**config.mk**
```make
export PLATFORM = sky130hd
export DESIGN_NAME = aes_round_sequencer
export DESIGN_NICKNAME = d
export VERILOG_FILES = /design/src/rtl/aes_round_sequencer.sv
export SDC_FILE = /design/constraint.sdc
export NUM_CORES = 1
export LEC_CHECK = 0
export CAP_MARGIN = 20
export CORE_MARGIN = 2
export CORE_UTILIZATION = 45
export CTS_CLUSTER_DIAMETER = 120
export DETAILED_ROUTE_END_ITERATION = 8
export PLACE_DENSITY = 0.77
export SKIP_LAST_GASP = 1
export SYNTH_ARGS = -nofsm -noshare
export SYNTH_HDL_FRONTEND = slang
export SYNTH_SLANG_ARGS = --single-unit
```
**constraint.sdc**
```tcl
create_clock -name clock -period 2.4 [get_ports clock]
set_input_delay 0.36 -clock clock [delete_from_list [all_inputs] [get_ports clock]]
set_output_delay 0.36 -clock clock [all_outputs]
set_load 0.005 [all_outputs]
```
**src/rtl/aes_round_sequencer.sv**
```systemverilog
// Control FSM for the iterative AES core: plaintext load, key load/expansion, the round
// transforms in encrypt or decrypt order, and the ciphertext read, with op_ready stalls.
module aes_round_sequencer #(
   parameter int unsigned BEATS_LOG2 = 2,
   parameter int unsigned SEL_W      = 4
) (
   input  logic                  clock,
   input  logic                  reset_n,
   input  logic                  start_write_n,
   input  logic                  start_read_n,
   input  logic                  decrypt,
   input  logic [1:0]            key_len,
   input  logic                  key_expand_done,
   input  logic                  op_ready,
   output logic                  done,
   output logic                  busy,
   output logic                  err,
   output logic                  key_start,
   output logic                  key_wr_en,
   output logic [2:0]            key_wr_idx,
   output logic [3:0]            round_key_idx,
   output logic [SEL_W-1:0]      matrix_in_sel,
   output logic                  matrix_write_enable,
   output logic                  input_mat_row_col,
   output logic [BEATS_LOG2-1:0] input_mat_idx,
   output logic                  output_mat_row_col,
   output logic [BEATS_LOG2-1:0] output_mat_idx,
   output logic [5:0]            dbg_state,
   output logic [3:0]            dbg_round
);

   typedef enum logic [5:0] {
      StIdle       = 6'd0,
      StPtextWrite = 6'd1,
      StKeyWrite   = 6'd2,
      StKeyExpand  = 6'd3,
      StSub        = 6'd4,
      StShift      = 6'd5,
      StMix        = 6'd6,
      StArk        = 6'd7,
      StDoneWait   = 6'd8,
      StCtextRead  = 6'd9,
      StInitArk    = 6'd10
   } state_e;

   localparam logic [BEATS_LOG2-1:0] LastBeat = {BEATS_LOG2{1'b1}};

   state_e                state_q, state_d;
   logic [BEATS_LOG2-1:0] beat_q, beat_d;
   logic [3:0]            round_q, round_d;
   logic [2:0]            kidx_q, kidx_d;
   logic                  dec_q, dec_d;
   logic [1:0]            klen_q, klen_d;
   logic                  err_q, err_d;
   logic                  done_q, done_d;

   logic [3:0] nr;
   logic [2:0] nk_last;
   logic       final_round;
   logic       is_xfer;
   logic       beat_last;

   assign nr          = 4'd10 + {1'b0, klen_q, 1'b0};
   assign nk_last     = 3'd3 + {klen_q, 1'b0};
   assign final_round = (round_q == nr - 4'd1);
   assign is_xfer     = state_q inside {StPtextWrite, StInitArk, StSub, StShift, StMix, StArk,
                                        StCtextRead};
   assign beat_last   = is_xfer && op_ready && (beat_q == LastBeat);

   always_comb begin
      state_d = state_q;
      beat_d  = beat_q;
      round_d = round_q;
      kidx_d  = kidx_q;
      dec_d   = dec_q;
      klen_d  = klen_q;
      err_d   = err_q;
      done_d  = 1'b0;
      // The beat counter is sized to wrap to 0 exactly at the end of each transform.
      if (is_xfer && op_ready) beat_d = beat_q + 1'b1;
      case (state_q)
         StIdle: begin
            if (!start_write_n) begin
               if (key_len == 2'd3) begin
                  err_d = 1'b1;
               end else begin
                  dec_d   = decrypt;
                  klen_d  = key_len;
                  err_d   = 1'b0;
                  state_d = StPtextWrite;
               end
            end
         end
         StPtextWrite: if (beat_last) state_d = StKeyWrite;
         StKeyWrite: begin
            if (kidx_q == nk_last) begin
               kidx_d  = '0;
               state_d = StKeyExpand;
            end else begin
               kidx_d = kidx_q + 3'd1;
            end
         end
         StKeyExpand: begin
            if (key_expand_done) begin
               round_d = '0;
               state_d = StInitArk;
            end
         end
         StInitArk: if (beat_last) state_d = dec_q ? StShift : StSub;
         StSub:     if (beat_last) state_d = dec_q ? StArk : StShift;
         StShift: begin
            if (beat_last) state_d = dec_q ? StSub : (final_round ? StArk : StMix);
         end
         StMix: begin
            if (beat_last) begin
               if (dec_q) begin
                  round_d = round_q + 4'd1;
                  state_d = StShift;
               end else begin
                  state_d = StArk;
               end
            end
         end
         StArk: begin
            if (beat_last) begin
               if (final_round) begin
                  state_d = StDoneWait;
                  done_d  = 1'b1;
               end else if (dec_q) begin
                  state_d = StMix;
               end else begin
                  round_d = round_q + 4'd1;
                  state_d = StSub;
               end
            end
         end
         StDoneWait: if (!start_read_n) state_d = StCtextRead;
         StCtextRead: begin
            if (beat_last) begin
               round_d = '0;
               state_d = StIdle;
            end
         end
         default: begin
            state_d = StIdle;
            beat_d  = '0;
            round_d = '0;
            kidx_d  = '0;
         end
      endcase
   end

   always_ff @(posedge clock or negedge reset_n) begin
      if (!reset_n) begin
         state_q <= StIdle;
         beat_q  <= '0;
         round_q <= '0;
         kidx_q  <= '0;
         dec_q   <= 1'b0;
         klen_q  <= 2'd0;
         err_q   <= 1'b0;
         done_q  <= 1'b0;
      end else begin
         state_q <= state_d;
         beat_q  <= beat_d;
         round_q <= round_d;
         kidx_q  <= kidx_d;
         dec_q   <= dec_d;
         klen_q  <= klen_d;
         err_q   <= err_d;
         done_q  <= done_d;
      end
   end

   always_comb begin
      key_start           = 1'b0;
      key_wr_en           = 1'b0;
      key_wr_idx          = '0;
      round_key_idx       = '0;
      matrix_in_sel       = '0;
      matrix_write_enable = 1'b0;
      input_mat_row_col   = 1'b0;
      input_mat_idx       = '0;
      output_mat_row_col  = 1'b0;
      output_mat_idx      = '0;
      case (state_q)
         StPtextWrite: begin
            matrix_write_enable = op_ready;
            input_mat_row_col   = 1'b1;
            input_mat_idx       = beat_q;
            key_start           = beat_last;
         end
         StKeyWrite: begin
            key_wr_en  = 1'b1;
            key_wr_idx = kidx_q;
         end
         StInitArk, StSub, StShift, StMix, StArk: begin
            // In-place transform: read and write the same slice; only ShiftRows walks rows.
            matrix_write_enable = op_ready;
            input_mat_row_col   = (state_q != StShift);
            output_mat_row_col  = (state_q != StShift);
            input_mat_idx       = beat_q;
            output_mat_idx      = beat_q;
            case (state_q)
               StSub:     matrix_in_sel = dec_q ? SEL_W'(5) : SEL_W'(1);
               StShift:   matrix_in_sel = dec_q ? SEL_W'(6) : SEL_W'(2);
               StMix:     matrix_in_sel = dec_q ? SEL_W'(7) : SEL_W'(3);
               StInitArk: begin
                  matrix_in_sel = SEL_W'(4);
                  round_key_idx = dec_q ? nr : 4'd0;
               end
               default: begin
                  matrix_in_sel = SEL_W'(4);
                  round_key_idx = dec_q ? (nr - 4'd1 - round_q) : (round_q + 4'd1);
               end
            endcase
         end
         StCtextRead: begin
            output_mat_row_col = 1'b1;
            output_mat_idx     = beat_q;
         end
         default: ;
      endcase
   end

   assign busy      = (state_q != StIdle) && (state_q != StDoneWait);
   assign done      = done_q;
   assign err       = err_q;
   assign dbg_state = state_q;
   assign dbg_round = round_q;

endmodule
```
==> key figures <==
Run status
  • Outcome: finished clean

Setup path
  • WP data arrival: around 2000 ps
  • Setup CP Type: reg -> out
  • Worst setup SP type: flip-flop
  • Crit path cell chain: buf_6, or2_2, nor3_1, clkdlybuf4s50_1
  • Biggest fanout along the worst timing path: 23
  • Category of cells accounting for the largest share of critical-path delay: buffers and inverters
  • Critical-path top delay cell: clkdlybuf4s50_1
  • Required time at the endpoint of the critical path: 2040 ps
  • Maximum cell stage delay along the critical path: 530 ps
  • WP buf/inv: 2
  • Element type at the critical path end: primary output

Finish
  • Share of the core filled with cells in the final layout: 63.8%
  • Post-route cell area: 2300 um^2
  • Area growth from synthesis to layout: 37.5%
  • Fillers: between 300 and 400
  • Fraction of layout cells with a size suffix above 1: 20.3%
  • Nets: 258
  • Number of antenna repair diodes: 0

STA
  • Final hold violation count: 0
  • Final setup violation count: 0
  • Setup repair after global routing missed its margin: yes
  • Slew at the pin closest to its max-slew limit: 548 ps
  • Worst setup slack after layout: about 74 ps
  • Max Clk Rate: 430 MHz
  • Number of max-slew violations in the final report: 0
  • Worst-case headroom to the max-slew limit: 63.5%
  • Fin crit period: 2330 ps
  • Period utilisation layout: 96.9%
  • Max Clock Skew: 8.61 ps

Detailed routing
  • Router iterations before antenna repair: 4
  • DRT antenna net count: 0
  • Via count of the routed design: 1637
  • Initial detailed-routing violation count: 67
  • WL/cell: 14.7 um
  • Final wirelength: between 4000 and 5000 um
  • Count of unresolved DRC violations after routing: 0
  • Avg Vias per Cell: 5.66

Placement
  • Placed cell area: 2170 um^2
  • Number of buffer cells added on primary ports: 38
  • RePlAce Congestion: approximately 0.8
  • Worst setup slack after placement: -130 ps
  • Detailed Place HPWL: a little under 3000 um

Logic synthesis
  • Yosys warning total: 0
  • Avg Inst Size Synth: about 9 um^2
  • Most instantiated flip-flop cell in the synthesis netlist: dfrtp_1
  • Number of enable flip-flop cells after synthesis: 0
  • Number of storage elements in the synthesis netlist: 18
  • Async set-reset flop share out of synthesis: 100%
  • Number of different library cells in the post-synthesis netlist: 58
  • Post-synthesis instance area: 1670 um^2
  • Synthesized instance count: 191
  • Seq/Total Area, Yosys: 26.9%

CTS
  • Skew-Pair Late Insertion Delay: 260 ps
  • # clock sinks: 18
  • Root Driver: clkbuf_8
  • CTS tree: built
  • Inserted Clock Buffers: 3
  • Number of levels in the clock H-tree: 1
  • Max Buffers Root-to-Sink: 2
  • Worst-path clk slew: 80 ps

Power
  • Net Sw Power: ~0.00096 W
  • Internal: 0.00147 W
  • Switching power as a share of total power: 39.5%
  • Fraction of power consumed by the clock network: between 10% and 20%
  • Leak Pwr: 0.958 nW
  • Sequential power share: 21.2%
  • Peak supply drop: 0.000642 V
  • Part of the total power dissipated in combinational logic: 68.1%
  • Power density over cell area: around 1100 nW/um^2

Floorplanning
  • Die Y: 65.0 um
  • Core region area: 3610 um^2
  • Width of the die: 65.0 um
  • I/O Pins: 42
  • Die area: 4220 um^2
  • Total number of placement rows: 22
  • Initial core utilization: approximately 46%

Hold path
  • Worst hold path type: in -> async

GRT
  • Total global-route track usage: 20.8%
  • Maximum number of pins on one net before global-route repair: 34
  • Wire length of the first global-routing pass: 6850 um
  • Aggregate global routing overflow: 0
  • Antenna violations before repair: 0
  • Via count of the first global-routing pass: 1451

Job
  • Total of max-cap violations: 0
[sequential cells by signal, summed over array words and instances, names as in the netlist]
name / count
dbg_state: 4
done: 1
err: 1
kidx_q: 3
dbg_round: 4
beat_q: 2
dec_q: 1
klen_q: 2
[logic make-up after synthesis]
kind of cell,after synthesis,synth area share (%)
compound gates,56,23.1
simple gates,71,26.9
xor+xnor,7,3.66
mux,6,4.04
buf+inv,25,9.87
fa+ha+maj,7,5.24
flops,18,26.9
other cells,1,0.224
[cells in the mapped netlist, drive strengths merged, types with 2 or more instances]
master	count	area, um^2
a31oi	3	25.0
xor2	3	26.3
nand3b	2	15.0
o21a	2	15.0
or4bb	2	22.5
or4	3	26.3
a21boi	2	15.0
mux2	3	37.5
o21ai	14	70.1
o22a	2	17.5
a211o	3	27.5
ha	7	87.6
clkbuf	6	26.3
a22o	2	17.5
or3	2	12.5
nor4	3	18.8
and2	7	43.8
o31ai	2	15.0
buf	12	113
mux2i	3	30.0
nand2	10	37.5
nand3	4	20.0
nand4bb	2	22.5
a21oi	9	48.8
nor3	6	30.0
nand2b	6	37.5
nor2	10	37.5
nor2b	5	38.8
xnor2	4	35.0
nand4	2	12.5
inv	7	26.3
o41ai	3	26.3
dfrtp	18	450
o31a	2	17.5
o22ai	5	31.3
[cell usage in the layout, fill, tap and decap left out, types with 3 or more instances in the layout]
cell type / instances
clkbuf_8: 4
dfrtp_1: 16
nand2_1: 10
nor4_1: 3
clkdlybuf4s50_1: 35
buf_4: 21
nand2b_1: 6
conb_1: 3
o21ai_0: 12
inv_1: 7
a21oi_1: 7
o41ai_1: 3
nand3_1: 4
ha_1: 5
nor3_1: 6
o22ai_1: 4
mux2i_1: 3
xnor2_1: 4
nor2b_1: 4
and2_1: 7
nor2_1: 9
[cell type report]
class	count	area, um^2	share of cell area (%)
inverters	7	26.3	1.14
flip-flops and latches	18	453	19.7
clock buffers	4	55.1	2.39
multi-input cells	150	1120	48.9
well taps	48	60.1	2.61
repair buffers	62	582	25.3
[power by group through the flow]
stage / combinational [W] / clock, W / sequential (W)
after CTS: 0.00151 / 0.000262 / 0.000514
after global placement: 0.00147 / 0 / 0.000517
after detailed placement: 0.00150 / 0 / 0.000517
final: 0.00165 / 0.000260 / 0.000515
after global routing: 0.00180 / 0.000274 / 0.000532
after floorplan: 0.000891 / 0 / 0.000496
[timing repair]
item                                    CTS  global route
hold buffers                              0             0
gates resized for setup                   6            13
setup buffers                             1             3
pin swaps                                 3             9
endpoints found under the setup margin   11            11
[worst register-to-register path, cell delays in order, from the launching register on]
cell	delay, ps
dfrtp_1	410
ha_4	310
xor2_4	170
ha_4	220
buf_4	130
nand4_1	100
o22ai_2	110
or4_1	530
a22o_1	230
[through the flow]
stage	setup TNS, ps	hold WS, ps	power, W	cells
after floorplan	0	64.4	0.00139	193
after global placement	-73.1	470	0.00199	281
after detailed placement	-130	474	0.00201	281
after CTS	-143	434	0.00228	286
after global routing	-52.0	442	0.00261	289
final	0	423	0.00243	289
[layer usage]
| metal | vias to the layer above | part of all wire, % | global-route usage, % |
|---|---|---|---|
| met5 | - | 0 | 0 |
| met2 | 58 | 46 | 32.6 |
| met1 | 762 | 47 | 29.7 |
| li1 | 811 | - | - |
| met4 | 0 | 1.1 | 3.99 |
| met3 | 6 | 6.0 | 4.34 |
[worst paths after layout]
| path | startpoint | end | slack (ps) | cells after the start |
|---|---|---|---|---|
| worst max-delay path | dbg_state[3] | key_start | 70 | 4 |
| worst min-delay path | reset_n | done | 420 | 2 |
| worst max register to register | klen_q[1] | dbg_round[3] | 90 | 8 |
| worst min register to register | err | err | 480 | 2 |
| max in group asynchronous | reset_n | dbg_state[1] | 1750 | 2 |
| min in group clock | err | err | 480 | 2 |
Power figures use the tool's default switching activity.
